File: src/rtl/fifo_arb_pkg.sv
// Shared types and helpers for the fifo write-port arbiter.
package fifo_arb_pkg;

  // Index width for an N-entry selection; never narrower than one bit.
  function automatic int unsigned idx_width(input int unsigned n);
    int unsigned w;
    w = 1;
    if (n > 1) begin
      w = unsigned'($clog2(n));
    end
    return w;
  endfunction

  typedef enum logic {
    ARB_IDLE   = 1'b0,
    ARB_LOCKED = 1'b1
  } arb_state_e;

endpackage

File: src/rtl/rr_priority_picker.sv
// Round-robin priority search: first asserted request at or after start_i, wrapping.
module rr_priority_picker
  import fifo_arb_pkg::*;
#(
  parameter int unsigned N = 4,
  localparam int unsigned IdxW = idx_width(N)
) (
  input  logic [N-1:0]    req_i,
  input  logic [IdxW-1:0] start_i,
  output logic            found_o,
  output logic [N-1:0]    gnt_o,
  output logic [IdxW-1:0] idx_o
);

  // One spare bit so start + offset never overflows before the wrap.
  logic [IdxW:0]   cand;
  logic [IdxW-1:0] cand_idx;

  // Walk candidates start, start+1, ... mod N and keep the first requester.
  always_comb begin
    found_o  = 1'b0;
    idx_o    = '0;
    cand     = '0;
    cand_idx = '0;
    for (int unsigned i = 0; i < N; i++) begin
      cand = {1'b0, start_i} + (IdxW + 1)'(i);
      if (cand >= (IdxW + 1)'(N)) begin
        cand = cand - (IdxW + 1)'(N);
      end
      cand_idx = cand[IdxW-1:0];
      if (!found_o && req_i[cand_idx]) begin
        found_o = 1'b1;
        idx_o   = cand_idx;
      end
    end
    gnt_o = found_o ? (N'(1) << idx_o) : '0;
  end

endmodule

File: src/rtl/fifo_write_arbiter.sv
// Shares one fifo write port among several producers: round-robin with bounded burst lock.
module fifo_write_arbiter
  import fifo_arb_pkg::*;
#(
  parameter int unsigned NumRequesters = 4,
  parameter int unsigned Width         = 8,
  parameter int unsigned MaxBurst      = 4,
  localparam int unsigned IdxW         = idx_width(NumRequesters)
) (
  input  logic                             clk_i,
  input  logic                             rst_i,
  input  logic [NumRequesters-1:0]         req_i,
  input  logic [NumRequesters-1:0]         lock_i,
  input  logic [NumRequesters*Width-1:0]   data_i,
  output logic [NumRequesters-1:0]         gnt_o,
  input  logic                             fifo_write_valid_i,
  output logic                             fifo_write_req_o,
  output logic [Width-1:0]                 fifo_data_o,
  output logic [IdxW-1:0]                  owner_o,
  output logic                             locked_o
);

  localparam int unsigned  CntW     = idx_width(MaxBurst + 1);
  localparam logic [IdxW-1:0] LastIdx  = IdxW'(NumRequesters - 1);
  localparam logic [CntW-1:0] BurstMax = CntW'(MaxBurst);
  // A burst of one is indistinguishable from a plain transfer, so locking is disabled.
  localparam bit           BurstEn  = (MaxBurst > 1);

  arb_state_e                 state_q, state_d;
  logic [IdxW-1:0]            ptr_q, ptr_d;
  logic [IdxW-1:0]            owner_q, owner_d;
  logic [CntW-1:0]            cnt_q, cnt_d;
  logic [CntW-1:0]            cnt_inc;
  logic                       release_c;

  logic                       pick_found;
  logic [NumRequesters-1:0]   pick_gnt;
  logic [IdxW-1:0]            pick_idx;

  logic [NumRequesters-1:0]   owner_onehot;
  logic [NumRequesters-1:0]   gnt_c;
  logic                       xfer_c;
  logic [Width-1:0]           data_c;

  // Next index with wrap-around at NumRequesters.
  function automatic logic [IdxW-1:0] wrap_inc(input logic [IdxW-1:0] idx);
    logic [IdxW-1:0] nxt;
    nxt = idx + IdxW'(1);
    if (idx == LastIdx) begin
      nxt = '0;
    end
    return nxt;
  endfunction

  rr_priority_picker #(
    .N (NumRequesters)
  ) u_picker (
    .req_i   (req_i),
    .start_i (ptr_q),
    .found_o (pick_found),
    .gnt_o   (pick_gnt),
    .idx_o   (pick_idx)
  );

  assign owner_onehot = NumRequesters'(1) << owner_q;

  // Zero-latency grant; suppressed while full or in reset.
  always_comb begin
    gnt_c = '0;
    if (!rst_i && fifo_write_valid_i) begin
      if (state_q == ARB_IDLE) begin
        if (pick_found) begin
          gnt_c = pick_gnt;
        end
      end else if (req_i[owner_q]) begin
        gnt_c = owner_onehot;
      end
    end
    xfer_c = |gnt_c;
  end

  // One-hot data mux: granted producer's slice, zero when idle.
  always_comb begin
    data_c = '0;
    for (int unsigned k = 0; k < NumRequesters; k++) begin
      if (gnt_c[k]) begin
        data_c = data_c | data_i[k*Width +: Width];
      end
    end
  end

  // Arbitration state machine: pointer advance, burst entry, burst release.
  always_comb begin
    state_d   = state_q;
    ptr_d     = ptr_q;
    owner_d   = owner_q;
    cnt_d     = cnt_q;
    release_c = 1'b0;
    cnt_inc   = cnt_q + CntW'(1);
    unique case (state_q)
      ARB_IDLE: begin
        if (xfer_c) begin
          owner_d = pick_idx;
          if (BurstEn && lock_i[pick_idx]) begin
            state_d = ARB_LOCKED;
            cnt_d   = CntW'(1);
          end else begin
            ptr_d = wrap_inc(pick_idx);
          end
        end
      end
      ARB_LOCKED: begin
        if (xfer_c) begin
          cnt_d     = cnt_inc;
          release_c = (cnt_inc >= BurstMax) || !lock_i[owner_q];
        end else if (fifo_write_valid_i && !req_i[owner_q]) begin
          // Owner walked away while the fifo had room.
          release_c = 1'b1;
        end
        if (release_c) begin
          state_d = ARB_IDLE;
          ptr_d   = wrap_inc(owner_q);
          cnt_d   = '0;
        end
      end
      default: begin
        state_d = ARB_IDLE;
      end
    endcase
  end

  // State registers with synchronous reset.
  always_ff @(posedge clk_i) begin
    if (rst_i) begin
      state_q <= ARB_IDLE;
      ptr_q   <= '0;
      owner_q <= '0;
      cnt_q   <= '0;
    end else begin
      state_q <= state_d;
      ptr_q   <= ptr_d;
      owner_q <= owner_d;
      cnt_q   <= cnt_d;
    end
  end

  assign gnt_o            = gnt_c;
  assign fifo_write_req_o = xfer_c;
  assign fifo_data_o      = data_c;
  assign owner_o          = owner_q;
  assign locked_o         = (state_q == ARB_LOCKED);

endmodule

File: config.mk
export PLATFORM = sky130hd
export DESIGN_NAME = fifo_write_arbiter
export DESIGN_NICKNAME = d
export VERILOG_FILES = /design/src/rtl/fifo_arb_pkg.sv /design/src/rtl/rr_priority_picker.sv /design/src/rtl/fifo_write_arbiter.sv
export SDC_FILE = /design/constraint.sdc
export NUM_CORES = 1
export LEC_CHECK = 0
export ABC_AREA = 1
export CAP_MARGIN = 10
export CORE_UTILIZATION = 45
export DETAILED_ROUTE_END_ITERATION = 10
export HOLD_SLACK_MARGIN = 0.1
export MAX_ROUTING_LAYER = met4
export PLACE_DENSITY = 0.89
export SLEW_MARGIN = 20
export SYNTH_ARGS = -nofsm -noshare
export SYNTH_HDL_FRONTEND = slang
export SYNTH_HIERARCHICAL = 1
export SYNTH_SLANG_ARGS = --single-unit
export TNS_END_PERCENT = 5
File: constraint.sdc
create_clock -name clk_i -period 6.69 [get_ports clk_i]
set_input_delay 0.669 -clock clk_i [delete_from_list [all_inputs] [get_ports clk_i]]
set_output_delay 0.669 -clock clk_i [all_outputs]
set_load 0.01 [all_outputs]
* Word level (Yosys, flattened, before mapping)
Index checks and enable logic that the tools add are counted.
Cells by class: $add $sub $neg 10, $lt $le $gt $ge 11, eq/ne operators 7, shifts and indexed selects 2, mux-type cells 52, bitwise logic cells 4, reduce and logical (&&, ||, !) cells 16
Operator list (count):
- $mux W8 | 4
- $mux W2 | 13
- $or A8 B8 Y8 | 3
- $lt A2 B3 Y1 const B | 6
- $mux W1 | 17
- $mux W4 | 4
- $bmux W1 S2 | 7
- $ge A3 B3 Y1 const B | 4
- $mux W3 | 4
- $shl A1 B2 Y4 const A | 2
- $sub A2 B1 Y2 const B | 4
- $add A2 B2 Y3 const B | 2
- $logic_not A1 Y1 | 6
- $pmux W3 S2 | 1
- $reduce_and A3 Y1 | 2
- $logic_and A1 B1 Y1 | 5
- $add A2 B1 Y2 const B | 2
- $eq A2 B2 Y1 const B | 2
- $ne A2 B1 Y1 const B | 2
- $ne A2 B2 Y1 const B | 2
- $pmux W2 S2 | 1
- $reduce_or A4 Y1 | 1
- $add A2 B1 Y3 const B | 1
- $add A3 B1 Y3 const B | 1
- other kinds (6) | 6
Storage, ports and cells: register bits 8, input bits 43, output and inout bits 16, word-level logic and storage cells 106

* Logic depth before layout (Yosys ltp)
word-level depth 25, gate-level depth with buffers 22, mapped depth without buffers 21

* By module
The synthesis kept the hierarchy.
Modules (own cells, without submodules):
- fifo_write_arbiter | instances 1, cells each 154, area an instance 905.9 µm², sequential area each 160.2 µm²
- rr_priority_picker | instances 1, cells each 74, area an instance 392.9 µm², sequential area each 0.0 µm²

* Worst setup path after synthesis
OpenSTA, ideal clock, no wires.
path kind in2out, start input req_i[3], end output fifo_data_o[0], arrival 2.079 ns, required time 6.021 ns, path slack 3.942 ns, stages 17, path buffers 0, cell sequence inv_1 nand2_1 nand3_2 nand2_2 inv_2 nand2_1 nand2_1 nand2_1 nand3_2 nand2_1 inv_1 nand2_1 a21oi_1 nand2_2 clkinv_1 nand2_1 nand4_1
Between the ends: elaborated cells between the ends (all ways) 36, those cells by class shift: 1; mux: 26; bitwise: 3; reduce/logical: 6
RTL lines:
- start, declared | line fifo_write_arbiter.sv:12 | input logic [NumRequesters-1:0] req_i,
- $bmux W1 S2 | line rr_priority_picker.sv:31 | if (!found_o && req_i[cand_idx]) begin
- $mux W1 (not written as such) | line rr_priority_picker.sv:31
- $mux W1 | line rr_priority_picker.sv:31
- $logic_not A1 Y1 | line rr_priority_picker.sv:31
- $logic_and A1 B1 Y1 | line rr_priority_picker.sv:31
- $mux W1 | line rr_priority_picker.sv:31
- $logic_not A1 Y1 | line rr_priority_picker.sv:31
- $logic_and A1 B1 Y1 | line rr_priority_picker.sv:31
- [4 not listed]
- via pick_idx[1] | line fifo_write_arbiter.sv:38 | logic [IdxW-1:0] pick_idx;
- [1 not listed]
- via pick_gnt[2] | line fifo_write_arbiter.sv:37 | logic [NumRequesters-1:0] pick_gnt;
- $mux W4 (*) | line fifo_write_arbiter.sv:72 | if (pick_found) begin
- $mux W4 (*) | line fifo_write_arbiter.sv:71 | if (state_q == ARB_IDLE) begin
- $mux W4 (*) | line fifo_write_arbiter.sv:70 | if (!rst_i && fifo_write_valid_i) begin
- via gnt_o[2] | line fifo_write_arbiter.sv:15 | output logic [NumRequesters-1:0] gnt_o,
- $mux W8 (*) | line fifo_write_arbiter.sv:86 | if (gnt_c[k]) begin
- $or A8 B8 Y8 | line fifo_write_arbiter.sv:87 | data_c = data_c | data_i[k*Width +: Width];
- $mux W8 (*) | line fifo_write_arbiter.sv:86
- end, declared | line fifo_write_arbiter.sv:18 | output logic [Width-1:0] fifo_data_o,
Mark *: on every way through the listed nets, which the timed path passes. The rest lies on a longest branch. The select of a mux whose other input is x is not followed.

* Final worst setup path
start input req_i[3], end output fifo_data_o[1]
Between the ends: elaborated cells between the ends (all ways) 36, those cells by class shift: 1; mux: 26; bitwise: 3; reduce/logical: 6
RTL lines:
- $bmux W1 S2 | line rr_priority_picker.sv:31
- $mux W1 (not written as such) | line rr_priority_picker.sv:31
- $mux W1 | line rr_priority_picker.sv:31
- $logic_not A1 Y1 | line rr_priority_picker.sv:31
- $logic_and A1 B1 Y1 | line rr_priority_picker.sv:31
- $mux W1 | line rr_priority_picker.sv:31
- $logic_not A1 Y1 | line rr_priority_picker.sv:31
- $logic_and A1 B1 Y1 | line rr_priority_picker.sv:31
- [4 not listed]
- via pick_idx[1] | line fifo_write_arbiter.sv:38
- $shl A1 B2 Y4 (*) | line rr_priority_picker.sv:36 | gnt_o = found_o ? (N'(1) << idx_o) : '0;
- via pick_gnt[2] | line fifo_write_arbiter.sv:37
- $mux W4 (*) | line fifo_write_arbiter.sv:72
- $mux W4 (*) | line fifo_write_arbiter.sv:71
- $mux W4 (*) | line fifo_write_arbiter.sv:70
- $mux W8 (*) | line fifo_write_arbiter.sv:86
- $or A8 B8 Y8 | line fifo_write_arbiter.sv:87
- $mux W8 (*) | line fifo_write_arbiter.sv:86
Marked as above.

==> summary by stage <==
STA
The final setup TNS is 0 ns. The worst path needs 3.94 ns of the cycle, external delays included. The maximum clock frequency is 254 MHz. Clock skew on the completed layout was measured at 0.00158 ns. Headroom to the max-slew limit came out at 0.642. The number of failing hold endpoints at the final stage is 0. Final hold analysis gives a worst-case slack of 0.453 ns. The final-report setup violation count is 0. Of the available clock period, the critical path in the final layout requires 0.589. Setup repair after global routing left no endpoint under its margin. The final max-slew violation count was 0. The slew at the pin closest to its max-slew limit is 0.536 ns.

Setup path
The dominant cell type by count on the critical path is sky130_fd_sc_hd__nand2_1. Data arrives at the worst endpoint at 3.27 ns. The endpoint identified for the worst register-to-register timing path is ptr_q[1]. The critical path class is primary input to output port.

The sort of element at the end of the critical path is an output port. The kind of launch point of the worst setup path is a primary input. Walking the worst path, the cells encountered are clkdlybuf4s50_1 -> inv_1 -> nand2_1 -> nand3_2 -> nand2_2 -> inv_2 -> nand2_1 -> nand2_1 -> nand2_1 -> nand3_2 -> nand2_1 -> inv_1 -> nand2_1 -> a21oi_1 -> nand2_2 -> clkinv_1 -> nand2_1 -> nand4_1 -> clkdlybuf4s50_1. The largest individual stage delay along the critical path comes from the cell sky130_fd_sc_hd__clkdlybuf4s50_1. For the worst flop-to-flop path, the logic depth is 19. The end point of the critical path is fifo_data_o[1]. The startpoint identified for the worst register-to-register timing path is ptr_q[0]. The dominant delay contributor by cell family on the critical path is buffers and inverters. The largest fanout on the critical path is 9.

The count of cell instances traversed by the critical path is 19. The worst register-to-register path has a setup slack of 4.07 ns. The beginning of the critical path is req_i[3]. The biggest cell delay along the critical path is 0.50 ns. The count of buffer and inverter cells on the critical path is 6. Data on the critical path is required at its endpoint by 6.02 ns.

Yosys
For this run, the number of Yosys warnings is 6. Counting flops with an async set or reset pin after synthesis yields a share of 0. The area of the mapped netlist is 1300 um2.

Synthesis produced 228 cells. The synthesized design contains 0 enable-type register cells. The average footprint of a synthesized cell is 5.70 um2. The sequential cell area fraction in the yosys report is 0.123. In the synthesized netlist the dominant register cell turns out to be sky130_fd_sc_hd__dfxtp_1. The number of nets in the synthesized netlist is 276. The count of state elements after synthesis is 8. The most area-hungry cell type in the Yosys netlist is sky130_fd_sc_hd__nand2_1. Of the post-synthesis cell area, the dominant cell type holds 0.251. Counting distinct cell types in the post-synthesis netlist gives 27. By area the synthesized netlist is led by sky130_fd_sc_hd__nand2_1 25%, sky130_fd_sc_hd__dfxtp_1 12%, sky130_fd_sc_hd__nand2_2 7.2%, sky130_fd_sc_hd__nand3_2 6.9%, sky130_fd_sc_hd__inv_1 5.5%.

Pwr
Power spread over the standard cell area amounts to 423 nW/um2. Summed over all cells, the static leakage comes to 0.874 nW. The completed layout was analyzed and its total power is 0.000813 W. The share of total power dissipated in combinational logic is 0.834.

Of the total power, the clock network draws 0.043. The worst-case IR drop observed on VDD is 345 uV. Of the total power, the share spent switching nets is 0.550. The share of total power dissipated in sequential elements is 0.123. The internal power contribution is 0.000366 W. In this run the power spent charging and discharging nets is 0.000447 W.

Placement
The routability-driven placement congestion ratio is 0.825. Input and output buffers added on the ports amount to 58. The count of placed standard cells including taps is 315. The half-perimeter wire length after detailed placement is 2820 um.

Final layout
The number of antenna diodes in the final layout is 0. The number of fill cells is 224. From synthesis to final layout, the design area changed by 48.0%. In the final layout, the share of cells above drive strength 1 is 0.150. The count of cells in the finished layout, fillers not included, comes to 318. The net count of the finished layout is 337.

The final cell utilization of the core is 0.703.

Global route
The first global-routing pass estimated 6150 um of wire. The remaining global-route overflow is 0. Across every metal layer, demand over resource in global routing totals 0.245. The via count of the first global-routing pass is 1475. The number of antenna violations at the first check in global routing is 0.

Entering global routing, the biggest net connects 16 pins.

Run status
The flow ran to the end, and the final reports show no timing, DRC or antenna violations.

Detailed routing
The detailed router put a total of 1550 um of wire on met1. The routed layout has 1568 vias. The first-pass iteration count of the detailed router is 6. In the final routed layout, each cell accounts on average for 11.0 um. The count of nets left with antenna violations once routing finished came out at 0. The final wirelength is 3490 um. The highest routing layer actually used is met4. The detailed-route vias per instance is 4.93. Wire segments on met3 add up to 106 um in the final route. The met2 wire length is 1800 um. The first routing iteration left 76 violations. The remaining design rule violation count is 0.

Worst hold path
The path class of the tightest hold or removal check is flip-flop to flip-flop.

Floorplanning
After floorplanning, the core was sized to cover 2730 um2. The width of the die is 55.7 um. The number of I/O pins is 59. The initial core utilization is 0.475. The number of placement rows is 19. The y dimension of the die is 55.7 um. The floorplan step defined a die boundary enclosing 3100 um2.

Clocking
TritonCTS built the clock tree. The post-cts resize count is 0. The number of buffers on the longest clock path is 2. Hold repair after CTS inserted 0 buffers. After clock tree synthesis, the setup repair step added 0 buffers. The number of H-tree levels is 1. The clock input transition at the sequential cells of the worst setup and hold paths is 0.05 ns. Counting every sink on the clock net gives 8. The clock root buffer is sky130_fd_sc_hd__clkbuf_4. The source-to-sink clock delay at the later pin of the worst-skew pair is 0.24 ns. The clock buffer count from CTS is 3.

Flow run
The max-cap violation count is 0.
## power groups by stage
stage / logic [W] / clock network [W] / registers, W
6_report: 0.000678 / 0.0000352 / 0.0000998
5_1_grt: 0.000763 / 0.0000403 / 0.000103
4_1_cts: 0.000680 / 0.0000369 / 0.0000991
3_5_place_dp: 0.000676 / 0 / 0.0000995
3_3_place_gp: 0.000666 / 0 / 0.0000996
2_1_floorplan: 0.000496 / 0 / 0.0000845
## registers in the layout, summed over array words and instances, names as in the netlist
name      flops
cnt_q         3
locked_o      1
owner_o       2
ptr_q         2
## cell usage after synthesis (5+ instances only)
cell,instances
sky130_fd_sc_hd__nand2_1,87
sky130_fd_sc_hd__inv_1,19
sky130_fd_sc_hd__nor2_1,16
sky130_fd_sc_hd__nand2_2,15
sky130_fd_sc_hd__nand3_1,14
sky130_fd_sc_hd__a21oi_1,10
sky130_fd_sc_hd__nand4_1,10
sky130_fd_sc_hd__nand3_2,9
sky130_fd_sc_hd__dfxtp_1,8
sky130_fd_sc_hd__o21ai_0,8
sky130_fd_sc_hd__ha_1,5
sky130_fd_sc_hd__nand2_4,5
## area by class of cell
| class | count | area (um2) | area share |
|---|---|---|---|
| multi-input cells | 191 | 1010 | 0.526 |
| inverters | 27 | 109 | 0.0566 |
| well taps | 31 | 38.8 | 0.0202 |
| repair buffers | 58 | 581 | 0.302 |
| flip-flops and latches | 8 | 160 | 0.0833 |
| clock buffers | 3 | 22.5 | 0.0117 |
## routing by layer
layer	vias up	track usage
met5	-	-
met4	0	0.0679
li1	851	-
met2	32	0.448
met3	4	0.0140
met1	681	0.289
## metrics by stage
step / setup slack (ns) / area [um2]
6_report: 2.75 / 1920
5_1_grt: 2.48 / 1920
4_1_cts: 2.76 / 1920
3_5_place_dp: 2.77 / 1900
3_3_place_gp: 2.83 / 1900
2_1_floorplan: 3.94 / 1300
## logic make-up (layout without fill, tap and decap cells)
family                     Yosys count  after routing  synth area share
and+or+nand+nor                    162            162             0.627
buffers and inverters               29             88            0.0983
AOI/OAI and AO/OA                   23             23            0.0963
DFF                                  8              8             0.123
adders and majority gates            5              5            0.0482
xor gates and xnor gates             1              1           0.00674
## how the worst min path moves through the flow
stage	start	end	slack, ns	cells after the start
3_3_place_gp	cnt_q[2]	cnt_q[2]	0.45	2
5_1_grt	cnt_q[1]	cnt_q[1]	0.49	2
4_1_cts	cnt_q[2]	cnt_q[2]	0.45	2
2_1_floorplan	cnt_q[2]	cnt_q[2]	0.43	2
3_5_place_dp	cnt_q[2]	cnt_q[2]	0.45	2
6_report	cnt_q[2]	cnt_q[2]	0.45	2
## worst min-delay path, stage by stage (launching register included)
cell and delay, ns:
sky130_fd_sc_hd__dfxtp_1 0.32, sky130_fd_sc_hd__nand2_1 0.06, sky130_fd_sc_hd__nor2_1 0.03
## layout by cell type, fill, tap and decap left out, types with 2 or more instances in the layout
master                            synthesis  routed
sky130_fd_sc_hd__a21oi_1                 10      10
sky130_fd_sc_hd__clkbuf_4                 0       3
sky130_fd_sc_hd__clkdlybuf4s50_1          0      58
sky130_fd_sc_hd__clkinv_1                 4       4
sky130_fd_sc_hd__dfxtp_1                  8       8
sky130_fd_sc_hd__ha_1                     5       5
sky130_fd_sc_hd__inv_1                   19      19
sky130_fd_sc_hd__inv_2                    3       3
sky130_fd_sc_hd__nand2_1                 87      87
sky130_fd_sc_hd__nand2_2                 15      15
sky130_fd_sc_hd__nand2_4                  5       5
sky130_fd_sc_hd__nand3_1                 14      14
sky130_fd_sc_hd__nand3_2                  9       9
sky130_fd_sc_hd__nand4_1                 10      10
sky130_fd_sc_hd__nor2_1                  16      16
sky130_fd_sc_hd__nor2_2                   2       2
sky130_fd_sc_hd__o21ai_0                  8       8
sky130_fd_sc_hd__o21ai_1                  2       2
Power figures use the tool's default switching activity.
